File: config.mk
export PLATFORM = sky130hd
export DESIGN_NAME = snoop_bus_arbiter_flat
export DESIGN_NICKNAME = d
export VERILOG_FILES = /design/src/rtl/snoop_bus_arbiter_if.sv /design/src/rtl/snoop_bus_arbiter.sv /design/src/flat_wrapper.sv
export SDC_FILE = /design/constraint.sdc
export NUM_CORES = 1
export LEC_CHECK = 0
export ABC_AREA = 1
export CORE_AREA = 4 4 48 45
export DETAILED_ROUTE_END_ITERATION = 8
export DIE_AREA = 0 0 52 49
export DONT_BUFFER_PORTS = 1
export PLACE_DENSITY = 0.72
export RECOVER_POWER = 25
export SLEW_MARGIN = 10
export SYNTH_ARGS = -nofsm -noshare
export SYNTH_HDL_FRONTEND = slang
export SYNTH_SLANG_ARGS = --single-unit
export TNS_END_PERCENT = 30
File: constraint.sdc
create_clock -name clock -period 1.9 [get_ports clock]
set_input_delay 0.57 -clock clock [delete_from_list [all_inputs] [get_ports clock]]
set_output_delay 0.57 -clock clock [all_outputs]
set_load 0.02 [all_outputs]
File: src/rtl/snoop_bus_arbiter_if.sv
// Snoop bus arbitration interface.
// Bundles the per-core request/release strobes and the arbiter's grant outputs.
//   req           : per-core bus request (level)
//   release_pulse : per-core one-cycle end-of-transaction strobe
//   grant         : one-hot grant
//   grant_valid   : OR of grant
//   grant_id      : index of current owner, 0 when idle
//   timeout       : one-cycle pulse on forced revoke
//   hold_count    : cycles the current owner has held the bus
// Modports: master = cache-controller side, slave = arbiter side.
interface snoop_bus_arbiter_if #(
  parameter int unsigned NUM_CORES = 4,
  parameter int unsigned MAX_HOLD  = 15
);
  localparam int unsigned ID_W = $clog2(NUM_CORES);
  localparam int unsigned HC_W = $clog2(MAX_HOLD + 1);

  logic [NUM_CORES-1:0] req;
  logic [NUM_CORES-1:0] release_pulse;
  logic [NUM_CORES-1:0] grant;
  logic                 grant_valid;
  logic [ID_W-1:0]      grant_id;
  logic                 timeout;
  logic [HC_W-1:0]      hold_count;

  modport master (
    output req, release_pulse,
    input  grant, grant_valid, grant_id, timeout, hold_count
  );

  modport slave (
    input  req, release_pulse,
    output grant, grant_valid, grant_id, timeout, hold_count
  );
endinterface

File: src/rtl/snoop_bus_arbiter.sv
// Round-robin owner arbiter for the shared snoop/coherence bus.
// One controller owns the bus until it strobes release or the hold watchdog
// revokes it; a one-cycle turnaround separates consecutive owners.
// Ports:
//   clock : system clock, rising edge
//   reset : asynchronous, active-high
//   bus   : snoop_bus_arbiter_if slave modport (req/release in, grant/status out)
module snoop_bus_arbiter #(
  parameter int unsigned NUM_CORES = 4,
  parameter int unsigned MAX_HOLD  = 15,
  parameter int unsigned ID_W      = $clog2(NUM_CORES)
) (
  input logic                clock,
  input logic                reset,
  snoop_bus_arbiter_if.slave bus
);
  localparam int unsigned HC_W = $clog2(MAX_HOLD + 1);

  typedef enum logic [1:0] {StIdle, StBusy, StTurn} state_e;

  state_e               state_q, state_d;
  logic [NUM_CORES-1:0] grant_q, grant_d;
  logic [ID_W-1:0]      id_q, id_d;
  logic [ID_W-1:0]      last_q, last_d;
  logic [HC_W-1:0]      hold_q, hold_d;
  logic                 timeout_q, timeout_d;

  logic                 found;
  logic [ID_W-1:0]      winner;
  logic [ID_W-1:0]      cand;

  // Scan starting just after the last winner so the previous owner is lowest priority.
  always_comb begin
    found  = 1'b0;
    winner = '0;
    cand   = '0;
    for (int unsigned k = 1; k <= NUM_CORES; k++) begin
      cand = ID_W'((32'(last_q) + k) % NUM_CORES);
      if (!found && bus.req[cand]) begin
        found  = 1'b1;
        winner = cand;
      end
    end
  end

  always_comb begin
    state_d   = state_q;
    grant_d   = grant_q;
    id_d      = id_q;
    last_d    = last_q;
    hold_d    = hold_q;
    timeout_d = 1'b0;
    unique case (state_q)
      StBusy: begin
        // Release has priority over the watchdog in the same cycle.
        if (bus.release_pulse[id_q]) begin
          state_d = StTurn;
          grant_d = '0;
          id_d    = '0;
          hold_d  = '0;
        end else if (hold_q == HC_W'(MAX_HOLD)) begin
          state_d   = StTurn;
          grant_d   = '0;
          id_d      = '0;
          hold_d    = '0;
          timeout_d = 1'b1;
        end else begin
          hold_d = hold_q + 1'b1;
        end
      end
      default: begin
        // Idle and turnaround arbitrate identically.
        state_d = StIdle;
        grant_d = '0;
        id_d    = '0;
        hold_d  = '0;
        if (found) begin
          state_d         = StBusy;
          grant_d[winner] = 1'b1;
          id_d            = winner;
          last_d          = winner;
          hold_d          = HC_W'(1);
        end
      end
    endcase
  end

  always_ff @(posedge clock or posedge reset) begin
    if (reset) begin
      state_q   <= StIdle;
      grant_q   <= '0;
      id_q      <= '0;
      last_q    <= ID_W'(NUM_CORES - 1);
      hold_q    <= '0;
      timeout_q <= 1'b0;
    end else begin
      state_q   <= state_d;
      grant_q   <= grant_d;
      id_q      <= id_d;
      last_q    <= last_d;
      hold_q    <= hold_d;
      timeout_q <= timeout_d;
    end
  end

  assign bus.grant       = grant_q;
  assign bus.grant_valid = |grant_q;
  assign bus.grant_id    = id_q;
  assign bus.timeout     = timeout_q;
  assign bus.hold_count  = hold_q;
endmodule

File: src/flat_wrapper.sv
// flat-port wrapper written by rule: the top's interface ports become plain ports
module snoop_bus_arbiter_flat 
#(
  parameter int unsigned NUM_CORES = 4,
  parameter int unsigned MAX_HOLD  = 15,
  parameter int unsigned ID_W      = $clog2(NUM_CORES)
)
  (clock, reset, bus_req, bus_release_pulse, bus_grant, bus_grant_valid, bus_grant_id, bus_timeout, bus_hold_count);
  snoop_bus_arbiter_if #(.NUM_CORES(NUM_CORES), .MAX_HOLD(MAX_HOLD)) bus_i ();
  input logic clock;
  input logic reset;
  input wire logic [$bits(bus_i.req)-1:0] bus_req;
  input wire logic [$bits(bus_i.release_pulse)-1:0] bus_release_pulse;
  output wire logic [$bits(bus_i.grant)-1:0] bus_grant;
  output wire logic [$bits(bus_i.grant_valid)-1:0] bus_grant_valid;
  output wire logic [$bits(bus_i.grant_id)-1:0] bus_grant_id;
  output wire logic [$bits(bus_i.timeout)-1:0] bus_timeout;
  output wire logic [$bits(bus_i.hold_count)-1:0] bus_hold_count;
  assign bus_i.req = bus_req;
  assign bus_i.release_pulse = bus_release_pulse;
  assign bus_grant = bus_i.grant;
  assign bus_grant_valid = bus_i.grant_valid;
  assign bus_grant_id = bus_i.grant_id;
  assign bus_timeout = bus_i.timeout;
  assign bus_hold_count = bus_i.hold_count;
  snoop_bus_arbiter #(.NUM_CORES(NUM_CORES), .MAX_HOLD(MAX_HOLD), .ID_W(ID_W)) u_core (.clock(clock), .reset(reset), .bus(bus_i));
endmodule
# Word-level counts from Yosys, hierarchy flattened

Cells that the tools add are included.

Order comparisons: 7
$add $sub $neg: 5
Equal/unequal tests: 3
Reductions and logical operators: 9
Multiplexer cells: 39
Bitwise gates (word level): 1

Operator list:

| operator                                                           | count |
|---|---|
| 2-to-1 mux 4 bit                                                   | 7 |
| 2-to-1 mux 2 bit                                                   | 11 |
| < comparator 2 x 3 -> 1 bit (second input constant)                | 6 |
| 2-to-1 mux 1 bit                                                   | 15 |
| binary-select mux 1 bit (select 2 bit)                             | 5 |
| adder 2 x 1 -> 2 bit (second input constant)                       | 2 |
| adder 2 bit (second input constant)                                | 2 |
| adder 4 x 1 -> 4 bit (second input constant)                       | 1 |
| equality test 4 bit (second input constant)                        | 1 |
| logical AND 1 bit                                                  | 4 |
| OR reduction 4 bit                                                 | 1 |
| zero test 1 bit                                                    | 3 |
| inequality test 3 x 1 -> 1 bit (second input constant)             | 1 |
| demux 1 bit (select 2 bit)                                         | 1 |
| equality test 2 x 1 -> 1 bit (second input constant)               | 1 |
| greater-or-equal comparator 2 x 1 -> 1 bit (second input constant) | 1 |
| AND reduction 2 bit                                                | 1 |
| NOT 1 bit                                                          | 1 |

Output and inout bits: 12
Input bits: 10
Register bits: 15
Logic and storage cells: 70

# Longest topological paths before layout

Gate-level depths: netlist of the first run.

Depth after elaboration: 19
Mapped depth: 13
Depth with buffers taken out: 12

# Worst setup path before layout of the first run

Ideal clock, no wire load.

Kind: reg2out
Start point: register u_core.grant_q[1] (netlist: u_core.bus.grant[1])
End point: output port bus_grant_valid
Stages on the path, launching flop included: 2
Buffers on the path: 0
Data required time: 1.330 ns
Setup slack: 0.234 ns
Arrival: 1.096 ns
Cell sequence: dfrtp_1 -> or4_1

Word-level cells in the longest chain between the ends: 1

Ends and longest elaborated chain:

| what                   | RTL line                 | text |
|---|---|---|
| from (decl)            | snoop_bus_arbiter.sv:22  | `logic [NUM_CORES-1:0] grant_q, grant_d;` |
| from (signal assigned) | snoop_bus_arbiter.sv:98  | `grant_q <= grant_d;` |
| OR reduction 4 bit     | snoop_bus_arbiter.sv:107 | `assign bus.grant_valid = \|grant_q;` |
| to (decl)              | flat_wrapper.sv:15       | `output wire logic [$bits(bus_i.grant_valid)-1:0] bus_grant_valid;` |

No other way between the ends.

# Worst setup path after layout of the first run

Start point: register u_core.grant_q[2] (netlist: u_core.bus.grant[2])
End point: output port bus_grant_valid

Same word-level chain as after synthesis.

==> impl_metrics.tcl, run 1 <==
set metrics [dict create \
    power.leakage_nw 0.541 \
    finalSetupViolCount 0 \
    cts_buffers 3 \
    reg2reg_depth 11 \
    syn-num-nets 135 \
    drive_gt1_share_pct 29.2 \
    clk-insertion-delay-late_ns 0.27 \
    cp.arrival_ns 1.29 \
    initial_core_util_pct 57.3 \
    io_buffers 0 \
    ant_nets 0 \
    seq_area_frac_synth_pct 39.6 \
    fin_crit_ns 1.86 \
    reg2reg_from "u_core.last_q[0]$_DFFE_PP1P_" \
    yosys_warnings 0 \
    hold_path_class "input pin to async pin" \
    worstPathMaxFanout 3 \
    grt_pass1_vias 711 \
    cpLargestDelayFamily "simple AND/OR/NAND/NOR gates" \
    cts_sinks 15 \
    ys_ff_latch 15 \
    grt.total_usage_pct 15.3 \
    fin_crit_sh_pct 97.7 \
    overflow 0 \
    die_h_um 49 \
    synth_cell_type_count 22 \
    rows 14 \
    syn_area_um2 953 \
    timing.final.max_slew_violations 0 \
    crit_chain "or4_4" \
    critPathKind "register to output port" \
    grt_pass1_wl_mm 3.01 \
    tightest_slew_ns 0.531 \
    crit_cells 1 \
    nets 142 \
    worstSetupStartpoint "u_core.bus.grant[2]$_DFFE_PP0P_" \
    wire_per_inst_um 11.2 \
    dpl-instance-area_um2 995 \
    io_pins 22 \
    place_hpwl_mm 1.39 \
    final_cell_mix "34 x nand2_1, 14 x nand2_2, 12 x dfrtp_1" \
    area_growth_pct 7.61 \
    die_x_um 52 \
    rsz0062_at_grt "yes" \
    postCtsSetupBuffers 0 \
    crit_buf_inv 0 \
    grt_max_degree 16 \
    fmax_ghz 0.539 \
    routed_wl_mm 1.72 \
    cp-start-kind "register" \
    cts_tree "done" \
    firstDrtPassIters 4 \
    cp_slowest_cell "or4_4" \
    drc 0 \
    peakVddDrop_mv 0.969 \
    diodes 0 \
    gp_congestion 0.747 \
    p_total_mw 2.05 \
    dieArea_um2 2550 \
    crit_required_ns 1.33 \
    finalInstanceArea_um2 1030 \
    cts-root-buf "clkbuf_4" \
    first_iter_violations 8 \
    crit_path_end_kind "output port" \
    vias_per_cell 5.12 \
    hold_viol_final 0 \
    cts_max_path_buffers 2 \
    slew_headroom_pct 64.6 \
    p_per_area_nw_per_um2 2000 \
    cpPeakStageDelay_ns 0.54 \
    clk_pin_slew_ns 0.08 \
    status "finished, final reports clean" \
    skew_ns 0.000708 \
    final_common_cell "nand2_1" \
    coreArea_um2 1660 \
    drv_cap 0 \
    synth_cells 124 \
    antenna_found_initial 0 \
    htree_levels 1 \
    avgSynthCellArea_um2 7.69 \
    via_count 788 \
]
## worst paths after layout
kind | end | slack (ns)
setup / recovery | bus_grant_valid | 0.04
hold / removal | u_core.bus.hold_count[1]$_DFF_PP0_ | 0.21
setup reg to reg | u_core.bus.grant[1]$_DFFE_PP0P_ | 0.26
hold reg to reg | u_core.bus.hold_count[1]$_DFF_PP0_ | 0.57
max in group asynchronous | u_core.bus.grant[2]$_DFFE_PP0P_ | 1.31
min in group clock | u_core.bus.hold_count[1]$_DFF_PP0_ | 0.57
## registers in the layout (all words and copies together), names as in the netlist
register,cells
u_core.bus.grant,4
u_core.bus.hold_count,4
u_core.bus.grant_id,2
u_core.last_q,2
u_core.state_q,2
u_core.bus.timeout,1
## where the power goes
part	switching [mW]	internal (mW)	leakage, nW
sequential	0.170	0.458	0.188
clock	0.0913	0.0814	0.0150
combinational	0.817	0.432	0.338
## cell families (layout without fill, tap and decap cells)
family                     after synthesis  count (layout)  share of synthesized area [%]
and+or+nand+nor                         80              80                           43.8
buffers and inverters                   17              23                           8.27
DFF                                     15              15                           39.6
AOI/OAI and AO/OA                        9               9                           5.12
xor gates and xnor gates                 2               2                           1.84
adders and majority gates                1               1                           1.31
## routing by layer
metal  track usage (%)  wire length (um)  vias up
li1                  -                 -      403
met1              22.2               871      358
met2              22.2               707       27
met3              5.81               142        0
met4              1.31                 0        0
met5                 0                 0        -
## per-stage QoR
step           hold WS [ns]  std cells  utilization, %  setup TNS [ns]  setup slack [ns]
2_1_floorplan         0.470        124               -               0             0.234
3_3_place_gp          0.523        150            59.8               0             0.261
3_5_place_dp          0.532        150            59.8               0             0.263
4_1_cts               0.228        154            61.6               0           0.00848
5_1_grt               0.246        154            61.7        -0.00216          -0.00216
6_report              0.215        154            61.7               0            0.0439
## cell usage after synthesis
| master | count | area, um^2 |
|---|---|---|
| nand2_1 | 34 | 128 |
| nand2_2 | 14 | 87.6 |
| dfrtp_1 | 13 | 325 |
| nand3_1 | 11 | 55.1 |
| inv_1 | 10 | 37.5 |
| nor2_1 | 10 | 37.5 |
| nand2_4 | 6 | 67.6 |
| inv_2 | 5 | 18.8 |
| o21ai_0 | 4 | 20.0 |
| o21ai_1 | 4 | 20.0 |
| dfstp_2 | 2 | 52.6 |
| buf_6 | 1 | 11.3 |
| ha_1 | 1 | 12.5 |
| inv_8 | 1 | 11.3 |
| nand3_2 | 1 | 10.0 |
| nand3b_1 | 1 | 7.51 |
| nand4_1 | 1 | 6.26 |
| nor2_4 | 1 | 11.3 |
| o22a_1 | 1 | 8.76 |
| or4_1 | 1 | 7.51 |
| xnor2_1 | 1 | 8.76 |
| xor2_1 | 1 | 8.76 |
## area by class of cell
cell class                      instances  area (um^2)
Clock buffer                            4         26.3
Timing Repair Buffer                    3         22.5
Fill cell                             154          638
Multi-Input combinational cell         92          500
Inverter                               16         67.6
Sequential cell                        15          379
Tap cell                               24         30.0
## what timing repair did
action                                  CTS  global route
resized for setup                         1             1
endpoints found under the setup margin    1             1
pin swaps                                 0             0
hold buffers                              0             0
hold endpoints to repair                  0             0
Power figures use the tool's default switching activity.
==> run 2, diff against run 1 <==
Settings changed: CORE_AREA 4 4 48 45 to 4 4 49 47, DIE_AREA 0 0 52 49 to 0 0 53 51, PLACE_DENSITY 0.72 to 0.67.
Clock period 1.9 ns to 2.4 ns, I/O delays scaled along.
==> run 2 against run 1 <==
  * Register-to-register slack gained 0.49 ns
  * Via count shrank 2.7%
  * Power shrank 23%
  * Worst hold slack gained 0.14 ns
  * Design area shrank 2.4%
  * Non-clock buffer count shrank 3
  * Largest power group unchanged
  * Sequential power shrank 17%
  * Utilization shrank 6.7 points
  * Wire length grew 0.46%
  * Combinational power shrank 26%
==> impl_metrics.tcl, run 2 (same netlist as run 1, synthesis figures left out) <==
set metrics [dict create \
    cpPeakStageDelay_ns 0.68 \
    cpLargestDelayFamily "simple AND/OR/NAND/NOR gates" \
    skew_ns 0.00462 \
    cts_tree "done" \
    rr_endpoint "u_core.bus.grant_id[0]$_DFFE_PP0P_" \
    fin_crit_ns 2.15 \
    hold_path_class "input pin to async pin" \
    htree_levels 1 \
    tightest_slew_ns 0.534 \
    vias_per_cell 5.05 \
    crit_required_ns 1.68 \
    grt_max_degree 16 \
    nets 139 \
    gp_congestion 0.867 \
    dieArea_um2 2700 \
    via_count 767 \
    final_cell_mix "34 x nand2_1, 14 x nand2_2, 13 x dfrtp_1" \
    slew_headroom_pct 64.3 \
    cp-start-kind "register" \
    seq_area_um2 378 \
    rsz0062_at_grt "no" \
    overflow 0 \
    crit_buf_inv 0 \
    firstDrtPassIters 4 \
    antenna_found_initial 0 \
    wire_per_inst_um 11.4 \
    reg2reg_depth 11 \
    final_common_cell "nand2_1" \
    io_pins 22 \
    drv_cap 0 \
    area_growth_pct 4.99 \
    timing.final.max_slew_violations 0 \
    cts-hold-fix-buffers 0 \
    place_hpwl_mm 1.36 \
    final.setup.tns_ns 0 \
    finalSetupViolCount 0 \
    postCtsSetupBuffers 0 \
    hold_viol_final 0 \
    cts_max_path_buffers 2 \
    crit_chain "or4_1" \
    fin_crit_sh_pct 89.8 \
    first_iter_violations 14 \
    grt_pass1_wl_mm 2.99 \
    coreArea_um2 1820 \
    nFillCells 189 \
    cts-root-buf "clkbuf_4" \
    cts.repair.resized 0 \
    crit_path_end_kind "output port" \
    drive_gt1_share_pct 26.8 \
    p_total_mw 1.59 \
    io_buffers 0 \
    ant_nets 0 \
    reg2reg_from "u_core.last_q[0]$_DFFE_PP1P_" \
    cp_slowest_cell "or4_1" \
    grt.total_usage_pct 14.9 \
    die_x_um 53 \
    cp.arrival_ns 1.43 \
    clk-insertion-delay-late_ns 0.28 \
    multiInputGateArea_um2 497 \
    reg2reg_slack_ns 0.75 \
    die_h_um 51 \
    power.leakage_nw 0.530 \
    status "finished, final reports clean" \
    fmax_ghz 0.464 \
    cts_buffers 3 \
    grt_pass1_vias 756 \
    p_per_area_nw_per_um2 1590 \
    cts_sinks 15 \
    peakVddDrop_mv 0.988 \
    clk_pin_slew_ns 0.09 \
    rows 15 \
    worstPathMaxFanout 3 \
    initial_core_util_pct 52.4 \
    routed_wl_mm 1.73 \
    diodes 0 \
    critPathKind "register to output port" \
    drc 0 \
]
run 2: final cells by class:
class	instances	share of cell area (%)
Clock inverter	1	0.500
Clock buffer	3	2.25
Sequential cell	15	37.7
Tap cell	25	3.13
Inverter	16	6.75
Multi-Input combinational cell	92	49.6
run 2: through the flow:
step                      instance area, um^2  hold slack (ns)  util [%]  instances  setup slack [ns]
final                                    1000            0.356      55.0        152             0.246
after global routing                     1000            0.389      55.0        152             0.190
after CTS                                1000            0.369      55.0        152             0.233
after detailed placement                  973            0.560      53.5        148             0.563
after global placement                    973            0.556      53.5        148             0.559
after floorplan                           953            0.520         -        124             0.584
run 2: how the worst max path moves through the flow:
stage	slack [ns]	depth (start not counted)	from	endpoint
floorplan	0.58	1	u_core.bus.grant[1]$_DFFE_PP0P_	bus_grant_valid
global placement	0.56	1	u_core.bus.grant[1]$_DFFE_PP0P_	bus_grant_valid
detailed placement	0.56	1	u_core.bus.grant[1]$_DFFE_PP0P_	bus_grant_valid
CTS	0.23	1	u_core.bus.grant[1]$_DFFE_PP0P_	bus_grant_valid
global route	0.19	1	u_core.bus.grant[1]$_DFFE_PP0P_	bus_grant_valid
finish	0.25	1	u_core.bus.grant[1]$_DFFE_PP0P_	bus_grant_valid
run 2: layer usage:
metal | track usage (%) | vias up | share of wire, %
met5 | 0 | - | 0
met4 | 2.55 | 0 | 0.40
met3 | 5.25 | 2 | 6.9
met2 | 22.9 | 20 | 44
met1 | 20.4 | 347 | 49
li1 | - | 398 | -
run 2: power breakdown:
group | switching [mW] | internal [mW]
registers | 0.163 | 0.362
clock network | 0.0776 | 0.0618
logic | 0.612 | 0.311
==> run 3, diff against run 2 <==
Settings changed: CORE_AREA 4 4 49 47 to 4 4 65 61, DIE_AREA 0 0 53 51 to 0 0 69 65, PLACE_DENSITY 0.67 to 0.41, SKIP_CTS_REPAIR_TIMING set to 1.
==> run 3 against run 2 <==
  * Sequential power rose by 0.8%
  * Global-route usage decreased by 5.9 points
  * Sequential share of layout area down 1.5 points
  * Utilization fell by 23 points
  * Critical endpoint unchanged
  * Fmax increased by 2.8%
  * Clock skew decreased by 0.00077 ns
  * Via count increased by 0.65%
  * Clock power up 45%
  * First-iteration DRC count unchanged
  * Worst hold slack improved by 0.051 ns
  * Clock-buffer cell count unchanged
  * Die area rose by 66%
==> impl_metrics.tcl, run 3 (same netlist as run 1, synthesis figures left out) <==
set metrics [dict create \
    drc 0 \
    io_buffers 0 \
    fin_crit_ns 2.10 \
    clk_pin_slew_ns 0.06 \
    tightest_slew_ns 0.556 \
    cp-start-kind "register" \
    power.leakage_nw 0.538 \
    critPathKind "register to output port" \
    initial_core_util_pct 28.9 \
    cts_sinks 15 \
    nets 139 \
    drv_cap 0 \
    rows 20 \
    overflow 0 \
    die_x_um 69 \
    via_count 772 \
    grt.total_usage_pct 9.04 \
    htree_levels 1 \
    gp_congestion 0.773 \
    antenna_found_initial 0 \
    diodes 0 \
    status "finished, final reports clean" \
    ant_nets 0 \
    routed_wl_mm 1.86 \
    drive_gt1_share_pct 26.8 \
    vias_per_cell 4.51 \
    skew_ns 0.00384 \
    reg2reg_slack_ns 0.73 \
    grt_pass1_vias 741 \
    hold_viol_final 0 \
    p_per_area_nw_per_um2 1580 \
    wire_per_inst_um 10.9 \
    area_growth_pct 9.45 \
    final_cell_mix "34 x nand2_1, 14 x nand2_2, 13 x dfrtp_1" \
    crit_required_ns 1.68 \
    cts_max_path_buffers 2 \
    first_iter_violations 14 \
    hold_path_class "input pin to async pin" \
    cpPeakStageDelay_ns 0.67 \
    clk-insertion-delay-late_ns 0.25 \
    crit_path_end_kind "output port" \
    die_h_um 65 \
    peakVddDrop_mv 0.412 \
    cp_slowest_cell "or4_1" \
    firstDrtPassIters 4 \
    finalSetupViolCount 0 \
    cp.arrival_ns 1.38 \
    cts_tree "done" \
    cpLargestDelayFamily "simple AND/OR/NAND/NOR gates" \
    grt_pass1_wl_mm 3.28 \
    fmax_ghz 0.477 \
    crit_buf_inv 0 \
    grt_max_degree 16 \
    timing.final.max_slew_violations 0 \
    cts_buffers 3 \
    dieArea_um2 4490 \
    slew_headroom_pct 62.9 \
    io_pins 22 \
    crit_chain "or4_1" \
    rsz0062_at_grt "no" \
    fin_crit_sh_pct 87.3 \
    final_common_cell "nand2_1" \
    place_hpwl_mm 1.51 \
    worstPathMaxFanout 3 \
    cts-root-buf "clkbuf_8" \
    final.setup.tns_ns 0 \
    nFillCells 383 \
    coreArea_um2 3300 \
    whs_ns 0.407 \
]
==> run 3: cell types whose count changed in the layout (fill, tap and decap cells not counted) <==
cell and delta:
clkbuf_8 +3, clkbuf_4 -3
==> run 3: metal layers <==
layer	global-route usage, %	wire (um)
met3	2.79	132
met1	11.0	793
met2	14.9	913
met4	3.66	24
met5	0	0
==> run 3: per-stage QoR <==
stage	cells	area, um^2	utilization, %	power, mW	worst slack, ns
3_5_place_dp	167	997	30.2	1.48	0.568
3_3_place_gp	167	997	30.2	1.46	0.561
6_report	171	1040	31.6	1.65	0.304
4_1_cts	171	1040	31.6	1.68	0.293
2_1_floorplan	124	953	-	1.31	0.584
5_1_grt	171	1040	31.6	1.84	0.250
==> run 3: layout make-up <==
class / count / area (um^2) / area share (%)
Clock buffer: 3 / 41.3 / 3.96
Tap cell: 44 / 55.1 / 5.28
Multi-Input combinational cell: 92 / 497 / 47.6
Clock inverter: 1 / 5.00 / 0.480
Sequential cell: 15 / 378 / 36.2
Inverter: 16 / 67.6 / 6.47
==> run 3: power by group <==
group,switching [mW],leakage [nW],internal (mW)
clock network,0.0872,0.0255,0.115
registers,0.165,0.190,0.362
logic,0.612,0.322,0.311
==> run 3: worst paths after layout <==
| kind | start | end | depth (start not counted) |
|---|---|---|---|
| max | u_core.bus.grant[1]$_DFFE_PP0P_ | bus_grant_valid | 1 |
| max reg2reg | u_core.last_q[0]$_DFFE_PP1P_ | u_core.bus.grant_id[0]$_DFFE_PP0P_ | 11 |
| max in group asynchronous | reset | u_core.last_q[0]$_DFFE_PP1P_ | 1 |
| min in group clock | u_core.state_q[1]$_DFFE_PP0P_ | u_core.bus.hold_count[2]$_DFF_PP0_ | 3 |
| min reg2reg | u_core.state_q[1]$_DFFE_PP0P_ | u_core.bus.hold_count[2]$_DFF_PP0_ | 3 |
| min | reset | u_core.state_q[1]$_DFFE_PP0P_ | 1 |
==> patch, RTL diff (config.mk and constraints of run 1) <==
`hold_q` no longer has a reset.
--- a/src/rtl/snoop_bus_arbiter.sv
+++ b/src/rtl/snoop_bus_arbiter.sv
@@ -92,5 +92,4 @@
       id_q      <= '0;
       last_q    <= ID_W'(NUM_CORES - 1);
-      hold_q    <= '0;
       timeout_q <= 1'b0;
     end else begin
@@ -99,7 +98,10 @@
       id_q      <= id_d;
       last_q    <= last_d;
-      hold_q    <= hold_d;
       timeout_q <= timeout_d;
     end
+  end
+
+  always_ff @(posedge clock) begin
+    hold_q <= hold_d;
   end
 
Formal check against the unedited RTL: not equivalent (a bounded check fails within 4 cycles, from zero or initial values and one cycle with reset high).
==> patch against run 1 <==
Sequential power increased by 5.1%; non-clock buffer count unchanged; critical path depth unchanged; largest cell class unchanged; wire length increased by 0.52%; clock skew increased by 0.75 ps; global-route usage increased by 0.22 points; sequential cell count unchanged; final area decreased by 4.0%; area after synthesis decreased by 4.5%; total power decreased by 0.36%; worst setup slack got worse by 17 ps; utilization decreased by 2.5 points.
==> patch: results (changes against run 1) <==
Global route
  – Overall track demand over capacity in global routing: 0.155 (was 0.153)
  – Met1 usage in global routing: 0.215 (was 0.222)
  – Met2 Use GR: 0.220 (was 0.222)
  – First-pass GRT wire length: 3030 µm (was 3010 µm)
  – Vias in the first global route: 734 (was 711)
  – GR Util met3: 0.0550 (was 0.0581)
  – Maximum number of pins on one net before global-route repair: 12 (was 16)

Critical path
  – R2R cell count: 11 (unchanged)
  – Endpoint of the worst register-to-register path: u_core.bus.grant[3]$_DFFE_PP0P_ (was u_core.bus.grant[1]$_DFFE_PP0P_)
  – CP startpoint: u_core.bus.grant[0]$_DFFE_PP0P_ (was u_core.bus.grant[2]$_DFFE_PP0P_)

Drt
  – Wire per inst: 11.1 µm (was 11.2 µm)
  – Vias: 786 (was 788)
  – Detailed route wirelength on metal2: 736 µm (was 707 µm)
  – Vias per inst: 5.04 (was 5.12)
  – Met3 layer wire length in the routed design: 158 µm (was 142 µm)
  – Number of DRC violations after detailed-routing iteration 0: 12 (was 8)
  – Topmost layer with routed signal wires: met4 (was met3)
  – Length of routed wiring on met1: 827 µm (was 871 µm)

Place
  – Weighted congestion reported at the end of routability-driven placement: 0.770 (was 0.747)
  – Placed cell areas: 952 µm² (was 995 µm²)
  – Dpl ws: 258 ps (was 263 ps)
  – Total placed cells including tap cells: 152 (was 150)
  – Sum of net half-perimeters after detailed placement: 1350 µm (was 1390 µm)

Synth
  – Synth top area cells: dfrtp_1 (25%), nand2_1 (18%), dfxtp_1 (8.8%) (was dfrtp_1 (34%), nand2_1 (13%), nand2_2 (9.2%))
  – Register area share after synthesis: 0.393 (was 0.396)
  – Yosys cell types: 26 (was 22)
  – Avg Inst Size Synth: 7.23 µm² (was 7.69 µm²)
  – Cell types with the highest counts after synthesis: nand2_1 (43), inv_1 (16), nand3_1 (11) (was nand2_1 (34), nand2_2 (14), dfrtp_1 (13))
  – Async set-reset flop share out of synthesis: 0.733 (was 1.00)

Pwr
  – Power per cell area: 2070 nW/µm² (was 2000 nW/µm²)
  – Total combinational power: 1200 µW (was 1250 µW)
  – Static leakage: 0.000551 µW (was 0.000541 µW)
  – Sw Pwr: 1080 µW (about the same)
  – Worst IR drop on VDD: 1070 µV (was 969 µV)
  – Share of power burned in the clock network: 0.089 (was 0.084)

STA
  – Final hold slack: 148 ps (was 215 ps)
  – Worst Slack Setup Final: 27.0 ps (was 43.9 ps)
  – Final worst clock skew: 1.46 ps (was 0.708 ps)
  – Relative slew slack: 0.729 (was 0.646)

Status
  – Outcome: complete, no violations (unchanged)

Layout
  – Layout cell share with drive strength beyond 1: 0.227 (was 0.292)
  – Fill cells: 163 (was 154)
  – Net count of the finished layout: 144 (was 142)

Floorplan
  – Width of the die: 52 µm (unchanged)
  – Initial standard-cell utilization of the core: 0.547 (was 0.573)

Clock network
  – H-Tree Level Count: 1 (unchanged)
## patch: cell types whose count changed in the layout (fill, tap and decap cells not counted), sizes merged, moves of 2 or more
cell | run 1 | this run
a21oi | 0 | 2
dfrtp | 13 | 9
dfxtp | 0 | 4
inv | 16 | 20
o21ai | 8 | 4
## patch: timing repair
| item | 4_1_cts | 5_1_grt |
|---|---|---|
| gates resized for setup | 2 | 0 |
| endpoints found under the setup margin | 1 | 1 |
| cloned | 0 | 0 |
## patch: area by class of cell
class,instances,area (µm²),area share
clock inverters,1,5.00,0.00508
multi-input cells,90,465,0.473
repair buffers,3,22.5,0.0229
inverters,20,80.1,0.0813
well taps,24,30.0,0.0305
clock buffers,3,22.5,0.0229
flip-flops and latches,15,359,0.365
## patch: cells by family after synthesis
group           Yosys count  share of synthesized area
fa+ha+maj                 1                     0.0137
xor+xnor                  1                    0.00962
simple gates             80                      0.431
compound gates            8                     0.0522
flops                    15                      0.393
buf+inv                  21                      0.100
